[src/rtl/matmul_pkg.sv]
// Shared types and helpers for the sequential matrix multiplier.
// Saturation is compiled in when MATMUL_SAT_EN is defined.
package matmul_pkg;

    typedef enum logic [1:0] {
        IDLE,
        CALC,
        DONE
    } state_t;

    // Wide signed carrier used when reducing a dot-product sum to OUT_BITS.
    localparam int unsigned WIDE_BITS = 64;
    typedef logic signed [WIDE_BITS-1:0] wide_t;

    typedef struct packed {
        logic  clip;
        wide_t val;
    } sat_res_t;

    // Sum width that a SIZE-term signed dot product can never overflow.
    function automatic int unsigned sum_bits(input int unsigned size, input int unsigned in_bits);
        return 2 * in_bits + $clog2(size);
    endfunction

    // Clamp sum to the signed out_bits range and report whether it clipped.
    function automatic sat_res_t sat_trunc(input wide_t sum, input int unsigned out_bits);
        sat_res_t res;
        wide_t    hi;
        wide_t    lo;
        hi = (wide_t'(1) <<< (out_bits - 1)) - wide_t'(1);
        lo = -(wide_t'(1) <<< (out_bits - 1));
        res.clip = 1'b0;
        res.val  = sum;
        if (sum > hi) begin
            res.clip = 1'b1;
            res.val  = hi;
        end else if (sum < lo) begin
            res.clip = 1'b1;
            res.val  = lo;
        end
        return res;
    endfunction

endpackage

[src/rtl/matmul_dot.sv]
// Combinational signed SIZE-term dot product at full (non-overflowing) width.
module matmul_dot
    import matmul_pkg::*;
#(
    parameter int unsigned SIZE    = 3,
    parameter int unsigned IN_BITS = 8
) (
    input  logic [SIZE-1:0][IN_BITS-1:0]              row,
    input  logic [SIZE-1:0][IN_BITS-1:0]              col,
    output logic signed [sum_bits(SIZE, IN_BITS)-1:0] sum
);

    localparam int unsigned SW = sum_bits(SIZE, IN_BITS);

    logic signed [2*IN_BITS-1:0] prod;
    logic signed [SW-1:0]        acc;

    // Accumulate the sign-extended products of the two vectors.
    always_comb begin
        acc  = '0;
        prod = '0;
        for (int unsigned k = 0; k < SIZE; k++) begin
            prod = $signed(row[k]) * $signed(col[k]);
            acc  = acc + SW'(prod);
        end
        sum = acc;
    end

endmodule

[src/rtl/matrix_mult_seq.sv]
// Handshaked sequential SIZE x SIZE signed matrix multiplier, one element per cycle.
// Optional clamping of results is enabled by defining MATMUL_SAT_EN.
module matrix_mult_seq
    import matmul_pkg::*;
#(
    parameter int unsigned SIZE      = 3,
    parameter int unsigned IN_BITS   = 8,
    parameter int unsigned OUT_BITS  = IN_BITS,
    parameter int unsigned FRAC_BITS = 0
) (
    input  logic                                    clk,
    input  logic                                    rst,
    input  logic                                    in_valid,
    output logic                                    in_ready,
    input  logic [SIZE-1:0][SIZE-1:0][IN_BITS-1:0]  a,
    input  logic [SIZE-1:0][SIZE-1:0][IN_BITS-1:0]  b,
    output logic                                    out_valid,
    input  logic                                    out_ready,
    output logic [SIZE-1:0][SIZE-1:0][OUT_BITS-1:0] out,
    output logic                                    sat_flag
);

    localparam int unsigned SW  = sum_bits(SIZE, IN_BITS);
    localparam int unsigned NEL = SIZE * SIZE;
    localparam int unsigned CW  = $clog2(NEL);
    localparam int unsigned IW  = $clog2(SIZE);

    state_t                               state;
    logic [CW-1:0]                        cnt;
    logic [IW-1:0]                        ri;
    logic [IW-1:0]                        ci;
    logic [SIZE-1:0][SIZE-1:0][IN_BITS-1:0] a_q;
    logic [SIZE-1:0][SIZE-1:0][IN_BITS-1:0] b_q;

    logic [SIZE-1:0][IN_BITS-1:0] row_v;
    logic [SIZE-1:0][IN_BITS-1:0] col_v;
    logic signed [SW-1:0]         sum;
    logic signed [SW-1:0]         shifted;
    wide_t                        wide;
    logic [OUT_BITS-1:0]          elem;
    logic                         clip;
    logic                         unused_bits;

    // Select row ri of a_q and column ci of b_q for the dot product.
    always_comb begin
        row_v = a_q[ri];
        col_v = '0;
        for (int unsigned k = 0; k < SIZE; k++) begin
            col_v[k] = b_q[k][ci];
        end
    end

    matmul_dot #(
        .SIZE    (SIZE),
        .IN_BITS (IN_BITS)
    ) u_dot (
        .row (row_v),
        .col (col_v),
        .sum (sum)
    );

    // Scale the sum and reduce it to OUT_BITS by clamping or wrap-around.
    always_comb begin
        shifted = sum >>> FRAC_BITS;
        wide    = WIDE_BITS'(shifted);
`ifdef MATMUL_SAT_EN
        begin
            sat_res_t r;
            r           = sat_trunc(wide, OUT_BITS);
            elem        = r.val[OUT_BITS-1:0];
            clip        = r.clip;
            unused_bits = ^r.val[WIDE_BITS-1:OUT_BITS];
        end
`else
        elem        = wide[OUT_BITS-1:0];
        clip        = 1'b0;
        unused_bits = ^wide[WIDE_BITS-1:OUT_BITS];
`endif
    end

    // Control FSM with registered handshake, result and flag outputs.
    always_ff @(posedge clk) begin
        if (rst) begin
            state     <= IDLE;
            in_ready  <= 1'b1;
            out_valid <= 1'b0;
            out       <= '0;
            sat_flag  <= 1'b0;
            cnt       <= '0;
            ri        <= '0;
            ci        <= '0;
            a_q       <= '0;
            b_q       <= '0;
        end else begin
            case (state)
                IDLE: begin
                    if (in_valid && in_ready) begin
                        a_q      <= a;
                        b_q      <= b;
                        cnt      <= '0;
                        ri       <= '0;
                        ci       <= '0;
                        sat_flag <= 1'b0;
                        in_ready <= 1'b0;
                        state    <= CALC;
                    end
                end
                CALC: begin
                    out[ri][ci] <= elem;
                    sat_flag    <= sat_flag | clip;
                    if (cnt == CW'(NEL - 1)) begin
                        out_valid <= 1'b1;
                        state     <= DONE;
                    end else begin
                        cnt <= cnt + 1'b1;
                        if (ci == IW'(SIZE - 1)) begin
                            ci <= '0;
                            ri <= ri + 1'b1;
                        end else begin
                            ci <= ci + 1'b1;
                        end
                    end
                end
                DONE: begin
                    if (out_ready) begin
                        out_valid <= 1'b0;
                        in_ready  <= 1'b1;
                        state     <= IDLE;
                    end
                end
                default: state <= IDLE;
            endcase
        end
    end

endmodule
[config.mk]
export PLATFORM = sky130hd
export DESIGN_NAME = matrix_mult_seq
export DESIGN_NICKNAME = d
export VERILOG_FILES = /design/src/rtl/matmul_pkg.sv /design/src/rtl/matmul_dot.sv /design/src/rtl/matrix_mult_seq.sv
export SDC_FILE = /design/constraint.sdc
export NUM_CORES = 1
export LEC_CHECK = 0
export CELL_PAD_IN_SITES_DETAIL_PLACEMENT = 0
export CELL_PAD_IN_SITES_GLOBAL_PLACEMENT = 1
export CORE_AREA = 5 5 208 210
export CTS_CLUSTER_SIZE = 30
export DETAILED_ROUTE_END_ITERATION = 8
export DIE_AREA = 0 0 213 215
export PLACE_DENSITY_LB_ADDON = 0.1
export SKIP_CTS_REPAIR_TIMING = 1
export SLEW_MARGIN = 20
export SYNTH_ARGS = -nofsm -noshare
export SYNTH_HDL_FRONTEND = slang
export SYNTH_SLANG_ARGS = --single-unit
[constraint.sdc]
create_clock -name clk -period 8.9 [get_ports clk]
set_input_delay 1.78 -clock clk [delete_from_list [all_inputs] [get_ports clk]]
set_output_delay 1.78 -clock clk [all_outputs]
set_load 0.01 [all_outputs]
== After elaboration in Yosys (flattened, before gate mapping) ==
Cells that the tools add are included.

* Register bits after elaboration: 228
* Word-level logic and storage cells: 100

* Add/sub/neg operators: 5
* Multiply operators: 3
* Magnitude comparators: 4
* Equality and inequality tests: 9
* Multiplexer cells: 33
* Reduce and logical (&&, ||, !) cells: 13

{| class="wikitable"
|+ Operator list
! kind !! count
|-
| bitwise mux 72 bit || 1
|-
| binary-select mux 24 bit (select 2 bit) || 1
|-
| binary-select mux 8 bit (select 2 bit) || 3
|-
| demux 24 bit (select 2 bit) || 1
|-
| two-way mux 24 bit || 2
|-
| two-way mux 8 bit || 4
|-
| multiplier 8 x 8 -> 8 bit || 3
|-
| adder 8 bit || 2
|-
| demux 8 bit (select 2 bit) || 1
|-
| two-way mux 2 bit || 8
|-
| AND reduction 3 bit || 4
|-
| inequality test 2 bit, second input constant || 5
|-
| two-way mux 4 bit || 2
|-
| one-hot mux 2 bit (2 select lines) || 2
|-
| one-hot mux 4 bit (2 select lines) || 1
|-
| less-than comparator 2 x 3 -> 1 bit, second input constant || 2
|-
| one-hot mux 2 bit (3 select lines) || 1
|-
| nonzero test 2 bit || 3
|-
| adder 2 x 1 -> 2 bit, second input constant || 2
|-
| adder 4 x 1 -> 4 bit, second input constant || 1
|-
| == test 2 bit, second input constant || 2
|-
| == test 4 bit, second input constant || 1
|-
| greater-or-equal comparator 2 x 1 -> 1 bit, second input constant || 2
|-
| two-way mux 1 bit || 4
|-
| other kinds (6) || 9
|}

== Depth between registers and ports, before layout ==
Gate-level depths: netlist of the first run.

* Word-level depth: 7
* Depth in mapped cells: 29
* Gate-level depth less buffers: 26

== Hierarchy ==
Synthesis of the first run repeated with hierarchy kept, for this count alone.

* Cell total of the unflattened synthesis: 1,970
* Area, all modules: 17,640.7 µm²

{| class="wikitable"
|+ Modules (own cells, without submodules)
! module !! instances !! cells an instance !! area each (µm²)
|-
| matrix_mult_seq || 1 || 1,119 || 9,491.6
|-
| matmul_dot || 1 || 851 || 8,149.1
|}

== Worst setup path after synthesis of the first run ==
No wires, ideal clock.

* Kind: register -> register
* Start: register ci[1]
* End: register out[15] (netlist bit)
* Data arrival time: 6,888 ps
* Required time: 8,814 ps
* Slack: 1,926 ps
* Stages on the path, launching flop included: 25
* Path buffers: 4
* Period minus slack after synthesis: 6,974 ps
* Path through: dfxtp_1 buf_6 clkbuf_1 clkbuf_1 clkbuf_1 nor2_1 a21oi_1 nor2_1 fa_1 ha_1 fa_1 inv_1 fa_1 fa_1 fa_1 inv_1 fa_1 ha_1 a21o_1 a21oi_1 xor2_1 xnor2_1 xor3_1 xnor3_2 a211oi_1

* Word-level cells in the longest chain between the ends: 7
* Elaborated cells between the ends (all ways): 19

{| class="wikitable"
|+ RTL lines
! element !! RTL line !! text
|-
| start: declaration || matrix_mult_seq.sv:31 || <nowiki>logic [IW-1:0] ci;</nowiki>
|-
| start signal: assignment || matrix_mult_seq.sv:120 || <nowiki>ci <= ci + 1'b1;</nowiki>
|-
| branches (longest 6 deep; another with multiplier 8 x 8 -> 8 bit) || - ||
|-
| bitwise mux 72 bit * || matrix_mult_seq.sv:109 || <nowiki>out[ri][ci] <= elem;</nowiki>
|-
| end signal: indexed assignment || matrix_mult_seq.sv:109 ||
|-
| end: declaration || matrix_mult_seq.sv:19 || <nowiki>output logic [SIZE-1:0][SIZE-1:0][OUT_BITS-1:0] out,</nowiki>
|}

Every way passes the cells marked *. The select of a mux whose other input is x is not followed.
A chain may end at the register's enable or synchronous reset.

== Worst setup path in the final report of the first run ==
* Start: register ri[0]
* End: register out[63] (netlist bit)

* Word-level cells in the longest chain between the ends: 6
* Elaborated cells between the ends (all ways): 13

{| class="wikitable"
|+ RTL lines
! element !! RTL line !! text
|-
| start: declaration || matrix_mult_seq.sv:30 || <nowiki>logic [IW-1:0] ri;</nowiki>
|-
| start signal: assignment || matrix_mult_seq.sv:118 || <nowiki>ri <= ri + 1'b1;</nowiki>
|-
| binary-select mux 24 bit (select 2 bit) || matrix_mult_seq.sv:46 || <nowiki>row_v = a_q[ri];</nowiki>
|-
| two-way mux 24 bit (implied by the code) || matrix_mult_seq.sv:46 ||
|-
| multiplier 8 x 8 -> 8 bit || matmul_dot.sv:23 || <nowiki>prod = $signed(row[k]) * $signed(col[k]);</nowiki>
|-
| adder 8 bit (2 in a row) || matmul_dot.sv:24 || <nowiki>acc = acc + SW'(prod);</nowiki>
|-
| bitwise mux 72 bit * || matrix_mult_seq.sv:109 ||
|}

Every way passes the cells marked *; elsewhere a longest branch is shown, timed or not. The select of a mux whose other input is x is not followed.

==> reports/metrics.csv, run 1 <==
stage,metric,value,unit
routing,firstDrtPassIters,5,
routing,drt_iter0_drc,684,
worst_setup_path,r2r_setup_slack,1.09,ns
clock_network,cts_buffer_depth,3,
final_layout,area_growth_syn_to_layout,30.1,%
worst_setup_path,cp_num_buf_inv,4,
routing,drt-total-wl,40700,um
worst_setup_path,path_depth,22,
routing,vias,10400,
status,status,finished clean,
logic_synthesis,synth_seq_cells,228,
floorplan,die_y,215,um
timing,skew,0.0260,ns
timing,fmax,128,MHz
worst_setup_path,worstSetupStartpoint,ri[0]$_SDFFE_PP0P_,
placed_design,placed_area,14700,um2
pwr,power_frac_seq,39.4,%
logic_synthesis,postSynthCellCount,1503,
clock_network,cts_buffers,28,
final_layout,finalNetCount,1937,
global_route,grtUsageTotal,17.4,%
timing,post-route-min-period,7.81,ns
pwr,switchingPower,0.751,mW
final_layout,drive_gt1_share,4.88,%
placed_design,place.gp.congestion,0.843,
timing,setup_viol,0,
clock_network,clkLatencyLatePin,0.58,ns
floorplan,core-area,41400,um2
clock_network,cts_tree,built,
timing,slew-limit-headroom,32.6,%
worst_setup_path,cp_data_required_time,9.37,ns
clock_network,htree_levels,1,
timing,worst_slew_pin_slew,1.01,ns
global_route,overflow,0,
floorplan,die_w,213,um
worst_hold_path,min_delay_path_depth,2,
logic_synthesis,syn_area,12100,um2
worst_setup_path,reg2reg_to,out[63]$_SDFFE_PP0P_,
worst_setup_path,arrival,8.28,ns
worst_setup_path,crit_family,adder cells,
timing,final_hold_viol_count,0,
clock_network,clock-sinks,228,
worst_setup_path,cp_max_fo,21,
pwr,clkPwrFrac,45.6,%
global_route,grt_max_degree,102,
routing,post_drt_wl_per_cell,18.2,um
logic_synthesis,yosysSeqAreaShare,37.6,%
logic_synthesis,synth_nets,1761,
logic_synthesis,avgSynthCellArea,8.07,um2
pwr,comb_power_share,15.0,%
timing,rsz0062_at_grt,no,
worst_hold_path,hold_class,reg2reg,
floorplan,initial_core_util,29.3,%
worst_setup_path,critPathKind,reg2reg,
worst_setup_path,end_kind,flip-flop,
floorplan,rows,75,
logic_synthesis,synth.distinct_cells,46,
logic_synthesis,ys_warn_count,0,
clock_network,clkTransAtPathRegs,0.06,ns
pwr,switching_share,26.9,%
global_route,grt_pass1_wl,62400,um
timing,finalCritPeriodShare,87.8,%
routing,postRouteAntennaNets,0,
timing,fin_setup_tns,0,ns
worst_setup_path,crit_top_cell,fa_1,
worst_setup_path,path_cells,"and2b_1, buf_4, a22oi_1, nor2_1, fa_1, inv_1, fa_1, inv_1, fa_1, inv_1, fa_1, fa_1, fa_1, fa_1, xnor2_1, xnor2_1, xnor2_1, xnor2_1, xnor3_1, xor3_1, xnor3_2, a211oi_1",
timing,drv_slew,0,
global_route,antenna_found_initial,0,
worst_setup_path,crit_path_top_delay_cell,dfxtp_2,
worst_setup_path,critPathMaxStageDelay,0.61,ns
placed_design,dpl.hpwl,31300,um
pwr,power.density,177,nW/um2
pwr,p_int,2.04,mW
worst_hold_path,min_to,a_q[61]$_SDFFE_PP0P_,
pwr,leakage,5.94,nW
run,maxCapViolCount,0,
floorplan,pin_count,223,
worst_setup_path,cp-start-kind,flip-flop,
routing,drc,0,
pwr,peakVddDrop,148,uV
final_layout,n_antenna_cell,0,
worst_setup_path,timing.rr.start,ri[0]$_SDFFE_PP0P_,
final_layout,final_area,15800,um2
clock_network,cts_root_buf,clkbuf_16,
worst_setup_path,r2r_cells,22,
routing,vias_per_cell,4.62,
worst_hold_path,hold_start,a_q[61]$_SDFFE_PP0P_,
global_route,grt_pass1_vias,10400,
placed_design,portBuffers,221,
floorplan,die_area,45800,um2
[layer usage]
layer  routed length [um]  global-route usage (%)  vias to the layer above
li1                     -                       -                     5230
met1                19400                    24.8                     4906
met2                18900                    28.2                      177
met3                 1550                    2.61                       45
met4                  812                    3.46                        0
met5                    0                       0                        -
[stage by stage]
stage               hold slack [ns]  cells  power, mW  utilization [%]  worst slack (ns)
floorplan                     0.432   1503       1.36                -              1.93
global placement              0.440   2188       1.55             35.6              1.29
detailed placement            0.442   2188       1.55             35.6              1.13
CTS                           0.451   2240       2.84             38.1              1.09
global route                  0.465   2240       2.93             38.1             0.688
finish                        0.451   2240       2.79             38.1              1.09
[power by group through the flow]
stage,clock (mW),combinational [mW],sequential (mW)
finish,1.27,0.420,1.10
global route,1.35,0.468,1.11
CTS,1.31,0.427,1.10
detailed placement,0,0.426,1.12
global placement,0,0.423,1.12
floorplan,0,0.248,1.11
[cell usage in the layout (no fill, tap or decap), drive strengths merged, types with 12 or more instances in the layout]
cell type,netlist,layout
and2,12,12
mux2i,41,41
a21oi,222,222
dfxtp,228,228
a211oi,18,18
fa,51,51
inv,85,85
nand2,435,435
xnor2,32,32
ha,59,59
o2bb2ai,28,28
clkbuf,75,39
clkdlybuf4s50,0,220
xor2,12,12
buf,17,18
nor2,109,109
[worst min-delay path, delay by kind of cell, from the launching register on]
kind,cells,cell delay [ns]
simple gates,1,0.05
flops,1,0.30
compound gates,1,0.05
[cell usage after synthesis, drive strengths merged]
master / number / area (um2)
nand3b: 1 / 7.51
mux2: 7 / 78.8
xnor3: 4 / 91.3
o21bai: 1 / 7.51
a2bb2oi: 4 / 41.3
nand2b: 8 / 50.1
conb: 1 / 3.75
clkinv: 1 / 3.75
a21o: 3 / 22.5
nand4b: 1 / 8.76
nor2b: 11 / 68.8
a22oi: 10 / 95.1
xnor2: 32 / 280
nand4: 1 / 6.26
and2b: 2 / 15.0
nor2: 109 / 412
o2bb2ai: 28 / 245
mux2i: 41 / 410
and3: 3 / 18.8
inv: 85 / 319
o22ai: 1 / 6.26
buf: 17 / 140
xor3: 1 / 23.8
nand2: 435 / 1630
and2: 12 / 75.1
fa: 51 / 1020
xor2: 12 / 105
ha: 59 / 738
dfxtp: 228 / 4560
nor3: 6 / 30.0
clkbuf: 75 / 282
nand3: 3 / 15.0
a21oi: 222 / 1110
a211oi: 18 / 135
o21ai: 7 / 38.8
nor3b: 2 / 15.0
and3b: 1 / 8.76
[layout make-up]
class	instances	area, um2
tap	539	674
timing repair buffer	238	2340
clock inverter	13	244
multi-input combinational	1097	6820
inverter	86	323
fill	4287	25600
clock buffer	39	802
sequential	228	4570
[state kept, by name, summed over array words and instances (netlist names)]
signal,cells
state,2
a_q,72
ri,2
cnt,4
out_valid,1
in_ready,1
ci,2
b_q,72
out,72
[kinds of logic after synthesis]
group                      share of synthesized area [%]
AOI/OAI and AO/OA                                   14.0
xor gates and xnor gates                            4.13
adders and majority gates                           14.5
buffers and inverters                               6.14
DFF                                                 37.6
muxes                                               4.03
other                                             0.0309
and+or+nand+nor                                     19.5
[worst max-delay path by stage]
stage                                       to  slack, ns
after floorplan           out[15]$_SDFFE_PP0P_       1.93
after global placement     out[7]$_SDFFE_PP0P_       1.29
after detailed placement  out[23]$_SDFFE_PP0P_       1.13
after CTS                 out[63]$_SDFFE_PP0P_       1.09
after global routing       out[7]$_SDFFE_PP0P_       0.69
final                     out[63]$_SDFFE_PP0P_       1.09
Note: power is estimated with default switching activity, not from simulation.
==> inputs of run 2 (changes only) <==
GPL_TIMING_DRIVEN = 0   (was unset)
==> run 2 against run 1 <==
Flip-flop and latch count stayed put. Clock-buffer cell count is 1 lower. Sequential power hardly changed. Worst setup slack worse by 0.68 ns. Core utilization is 0.31 points higher. Fmax is 8.0% lower. Critical path depth is 2 lower. Highest routed layer unchanged. Die area stayed put. Cell area is 0.82% higher. Critical endpoint is now out[47]$_SDFFE_PP0P_. Global-route usage is 1.3 points higher. Wire length is 6.1% higher.
==> reports/metrics.csv, run 2 (same netlist as run 1, synthesis figures left out) <==
stage,metric,value,unit,change
worst_hold_path,hold_class,reg2reg,,
worst_setup_path,cp_max_fo,10,,-52%
routing,vias,10700,,+2.9%
global_route,grtUsageTotal,18.7,%,+1.3 points
timing,final_hold_viol_count,0,,unchanged
timing,rsz0062_at_grt,no,,
timing,worst_slew_pin_slew,1.07,ns,+0.0592 ns
global_route,grt_pass1_wl,65800,um,+5.5%
placed_design,place.gp.congestion,0.853,,+1.2%
clock_network,htree_levels,1,,unchanged
worst_setup_path,end_kind,flip-flop,,
final_layout,reg_top3,"a_q x72, b_q x72, out x72",,
clock_network,clkLatencyLatePin,0.56,ns,-0.02 ns
pwr,power.density,167,nW/um2,-5.8%
routing,drt_iter0_drc,481,,-30%
routing,post_drt_wl_per_cell,18.7,um,+2.8%
final_layout,layout_commonest_cell,nand2_1,,
final_layout,fillers,4341,,+1.3%
clock_network,cts_tree,built,,
timing,fmax,118,MHz,-8.0%
final_layout,n_antenna_cell,0,,unchanged
floorplan,rows,75,,unchanged
global_route,grt_pass1_vias,11100,,+6.1%
clock_network,cts_buffer_depth,3,,unchanged
clock_network,cts_root_buf,clkbuf_16,,
worst_setup_path,arrival,8.96,ns,+0.68 ns
floorplan,die_area,45800,um2,unchanged
worst_setup_path,critPathMaxStageDelay,1.01,ns,+0.40 ns
timing,setup_viol,0,,unchanged
floorplan,initial_core_util,29.3,%,unchanged
routing,drc,0,,unchanged
worst_setup_path,cp-start-kind,flip-flop,,
global_route,antenna_found_initial,0,,unchanged
worst_setup_path,critPathKind,reg2reg,,
routing,firstDrtPassIters,5,,unchanged
pwr,peakVddDrop,116,uV,-21%
final_layout,area_growth_syn_to_layout,31.1,%,
worst_setup_path,crit_path_top_delay_cell,a22oi_1,,
floorplan,die_w,213,um,unchanged
status,status,finished clean,,
worst_setup_path,path_cells,"clkinv_1, a22oi_1, nor2b_1, fa_1, fa_1, inv_1, fa_1, fa_1, fa_1, fa_1, inv_1, fa_1, ha_1, a21o_1, a21oi_1, xor2_1, xnor2_1, xor3_1, xnor3_2, a211oi_1",,
clock_network,clkTransAtPathRegs,0.06,ns,about the same
run,maxCapViolCount,0,,unchanged
timing,skew,0.0109,ns,-0.0150 ns
worst_setup_path,crit_top_cell,fa_1,,
timing,finalCritPeriodShare,95.5,%,+7.7 points
final_layout,mostFrequentLayoutCells,"nand2_1, dfxtp_1, a21oi_1",,
placed_design,dpl.hpwl,34900,um,+12%
timing,drv_slew,0,,unchanged
pwr,design_power_total,2.65,mW,-5.0%
floorplan,core-area,41400,um2,unchanged
pwr,leakage,5.95,nW,+0.24%
floorplan,die_y,215,um,unchanged
global_route,overflow,0,,unchanged
placed_design,portBuffers,220,,-0.45%
timing,slew-limit-headroom,28.9,%,-3.7 points
routing,postRouteAntennaNets,0,,unchanged
floorplan,pin_count,223,,unchanged
timing,fin_setup_tns,0,ns,unchanged
clock_network,cts_buffers,26,,-7.1%
clock_network,clock-sinks,228,,unchanged
final_layout,finalNetCount,2010,,+3.8%
final_layout,drive_gt1_share,4.18,%,-0.70 points
worst_setup_path,cp_data_required_time,9.37,ns,about the same
global_route,grt_max_degree,14,,-86%
timing,post-route-min-period,8.50,ns,+0.683 ns
routing,drt-total-wl,43100,um,+6.1%
routing,vias_per_cell,4.61,,-0.22%
-- run 2: cell types whose count changed in the layout (fill, tap and decap cells not counted), moves of 2 or more --
| cell | previous run | this run |
|---|---|---|
| dfxtp_1 | 226 | 228 |
| buf_1 | 0 | 3 |
| clkbuf_1 | 5 | 80 |
| buf_4 | 17 | 7 |
| dfxtp_2 | 2 | 0 |
| buf_6 | 1 | 7 |
| clkbuf_16 | 28 | 26 |
| bufinv_16 | 6 | 2 |
-- run 2: per-layer routing --
layer,vias up,routed length (um),GRT usage (%)
li1,5370,-,-
met1,5112,20900,27.0
met2,140,20100,30.6
met3,36,1540,2.33
met4,0,604,2.88
met5,-,0,0
-- run 2: area by class of cell --
type                    count  area (um2)  area share, %
well taps                 539         674           4.24
multi-input cells        1097        6830           43.0
plain buffers              92         422           2.65
flip-flops and latches    228        4560           28.7
clock inverters             9         114          0.716
inverters                  86         323           2.03
clock buffers              38         766           4.81
repair buffers            221        2210           13.9
-- run 2: stage by stage --
| stage | setup slack [ns] | hold slack [ns] | instances | util [%] | cell area, um2 |
|---|---|---|---|---|---|
| 5_1_grt | 0.112 | 0.464 | 2310 | 38.4 | 15900 |
| 2_1_floorplan | 1.93 | 0.432 | 1503 | - | 12100 |
| 3_3_place_gp | 0.527 | 0.438 | 2262 | 36.3 | 15000 |
| 4_1_cts | 0.433 | 0.455 | 2309 | 38.4 | 15900 |
| 6_report | 0.405 | 0.454 | 2310 | 38.4 | 15900 |
| 3_5_place_dp | 0.454 | 0.446 | 2262 | 36.3 | 15000 |
-- run 2: final timing paths --
check | from | end | slack [ns] | cells past startpoint
max | ri[1]$_SDFFE_PP0P_ | out[47]$_SDFFE_PP0P_ | 0.40 | 20
min | b_q[31]$_SDFFE_PP0P_ | b_q[31]$_SDFFE_PP0P_ | 0.45 | 2
max reg2reg | ri[1]$_SDFFE_PP0P_ | out[47]$_SDFFE_PP0P_ | 0.40 | 20
min reg2reg | b_q[31]$_SDFFE_PP0P_ | b_q[31]$_SDFFE_PP0P_ | 0.45 | 2
-- run 2: power breakdown --
part | leakage [nW] | switching, mW | internal (mW)
Clock | 0.436 | 0.452 | 0.654
Sequential | 1.86 | 0.0290 | 1.07
Combinational | 3.66 | 0.275 | 0.175
-- run 2: critical path, delay by kind of cell (launching register included) --
kind,cells,cell delay [ns]
DFF,1,0.54
buffers and inverters,3,0.66
and+or+nand+nor,1,0.16
xor gates and xnor gates,4,1.13
adders and majority gates,8,4.01
AOI/OAI and AO/OA,4,1.88
==> inputs of run 3 (changes only) <==
ABC_CLOCK_PERIOD_IN_PS = 8900   (was unset)
==> results of run 3 <==
Final layout, timing and power as in run 2 (identical DEF).
==> edit (flow settings as in run 2) <==
Build with the macro `MATMUL_SAT_EN` defined.
--- a/src/rtl/matrix_mult_seq.sv
+++ b/src/rtl/matrix_mult_seq.sv
@@ -1,5 +1,7 @@
 // Handshaked sequential SIZE x SIZE signed matrix multiplier, one element per cycle.
 // Optional clamping of results is enabled by defining MATMUL_SAT_EN.
+`define MATMUL_SAT_EN
+
 module matrix_mult_seq
     import matmul_pkg::*;
 #(
Formal check against the unedited RTL: not equivalent (Yosys sat finds a counterexample within 4 cycles, from zero or initial values and one cycle with rst high).
==> edit against run 2 <==
  * Clock power decreased by 7%
  * Global-route usage increased by 5.5 points
  * Via count increased by 40%
  * Worst setup slack got worse by 0.11 ns
  * Power rose by 28%
  * Wire length increased by 30%
  * Cell area up 39%
  * Non-clock buffer count is 36 higher
  * Synthesized area rose by 45%
  * Sequential share of layout area fell by 7.9 points
  * Sequential cell count grew 1
  * Final cell count up 25%
  * Largest power group is now combinational cells
==> edit: results (changes against run 2) <==
.. list-table::
   :header-rows: 1

   * - Metric
     - Value
   * - Required time of the critical path
     - 9.30 ns (-0.07 ns)
   * - Hold Path End
     - a_q[11]
   * - Fraction of layout instances using a drive strength above 1
     - 7.77% (+3.6 points)
   * - Layout fillers
     - 3997 (-7.9%)
   * - Met1 routed wirelength after detailed routing
     - 25.3 mm (+21%)
   * - Top Metal Used
     - met5
   * - Slowest stage delay, CP
     - 0.57 ns (-0.44 ns)
   * - Final non-filler cell total
     - 2895 (+25%)
   * - Met3 wire length
     - 3.27 mm (+110%)
   * - Clock Latency Late Sink
     - 0.53 ns (-0.03 ns)
   * - Met2 Resource Use GR
     - 39.9% (+9.4 points)
   * - Drt total wl
     - 55.9 mm (+30%)
   * - Reported leakage power
     - 9.12 nW (+53%)
   * - Leading register cell type out of synthesis
     - sky130_fd_sc_hd__dfxtp_1
   * - Global-route wire length before repair
     - 86.9 mm (+32%)
   * - Net count, final
     - 2799 (+39%)
   * - Post-synth cell types
     - 58 (+26%)
   * - First-pass detailed-route iteration total
     - 5 (unchanged)
   * - Largest voltage drop on the vdd net
     - 112 uV (-3.7%)
   * - Worst setup slack after placement
     - -1.80 ns (-2.26 ns)
   * - Number of vias after detailed routing
     - 14922 (+40%)
   * - Global placement routability congestion
     - 0.877 (+2.8%)
   * - Capture instance of the worst register-to-register path
     - sat_flag
   * - Total nets after synthesis
     - 2522 (+43%)
   * - Worst r2r path cells
     - 29 (+45%)
   * - Global routing usage on met3
     - 3.94% (+1.6 points)
   * - Post-synthesis sequential area ratio
     - 26.1% (-12 points)
   * - Worst hold start
     - a_q[11]
   * - Reg-to-reg slack, setup
     - 0.30 ns (-0.11 ns)
   * - Half-perimeter wire length after placement
     - 46.0 mm (+32%)
   * - Met2 WL
     - 26.0 mm (+29%)
   * - Max-Slew Margin vs Limit
     - 32.9% (+4.0 points)
   * - Total clock buffers created by CTS
     - 25 (-3.8%)
   * - Worst setup skew after layout
     - 0.0212 ns (+0.0103 ns)
   * - Maximum frequency from static timing analysis
     - 116 MHz (-1.2%)
   * - Syn Inst Count
     - 2062 (+37%)
   * - Violation count after the first detailed-routing iteration
     - 832 (+73%)
   * - Overall track demand over capacity in global routing
     - 24.2% (+5.5 points)
   * - Top cells by area, synth
     - sky130_fd_sc_hd__fa_1 (27%), sky130_fd_sc_hd__dfxtp_1 (26%), sky130_fd_sc_hd__nand2_1 (7.9%)
   * - Met1 track demand over resource
     - 34.1% (+7.1 points)
   * - Number of port buffers
     - 222 (+0.91%)
   * - Status
     - completed
   * - Most common library cells after synthesis
     - sky130_fd_sc_hd__nand2_1 (369), sky130_fd_sc_hd__inv_1 (279), sky130_fd_sc_hd__fa_1 (234)
   * - Initial antenna violation count
     - 3 (+3)
   * - Cell type of the slowest stage on the worst timing path
     - sky130_fd_sc_hd__fa_1
## edit: changes by cell type in the layout (fill, tap and decap cells not counted), moves of 28 or more
cell / run 2 / this run
sky130_fd_sc_hd__inv_1: 85 / 278
sky130_fd_sc_hd__fa_1: 51 / 231
sky130_fd_sc_hd__nand3_1: 3 / 83
sky130_fd_sc_hd__nand2_1: 435 / 369
sky130_fd_sc_hd__nor2_1: 108 / 171
sky130_fd_sc_hd__o211ai_1: 0 / 54
sky130_fd_sc_hd__a21oi_1: 222 / 170
sky130_fd_sc_hd__o2bb2ai_1: 28 / 0
## edit: area by class of cell
| class | instances | area [sq um] | area share, % |
|---|---|---|---|
| Sequential cell | 229 | 4590 | 20.8 |
| Buffer | 99 | 463 | 2.10 |
| Multi-Input combinational cell | 1454 | 12000 | 54.4 |
| Tap cell | 539 | 674 | 3.06 |
| Timing Repair Buffer | 250 | 2460 | 11.1 |
| Inverter | 280 | 1050 | 4.78 |
| Clock inverter | 6 | 61.3 | 0.278 |
| Clock buffer | 38 | 754 | 3.42 |
## edit: power by group
part / leakage (nW) / internal (mW) / switching (mW)
Sequential: 1.87 / 1.08 / 0.0381
Combinational: 6.86 / 0.480 / 0.752
Clock: 0.402 / 0.611 / 0.423
Total: 9.12 / 2.17 / 1.21
## edit: cells by family after synthesis
| logic type | count (synthesis) | synth area share, % |
|---|---|---|
| flops | 229 | 26.1 |
| xor+xnor | 22 | 1.10 |
| mux | 51 | 2.90 |
| compound gates | 352 | 12.1 |
| buf+inv | 380 | 8.25 |
| fa+ha+maj | 312 | 32.2 |
| simple gates | 716 | 17.3 |
## edit: per-stage QoR
stage | hold WS (ns) | area [sq um]
after floorplan | 0.436 | 17600
after detailed placement | 0.446 | 20500
after global routing | 0.469 | 22000
after global placement | 0.442 | 20500
final | 0.453 | 22000
after CTS | 0.455 | 21300
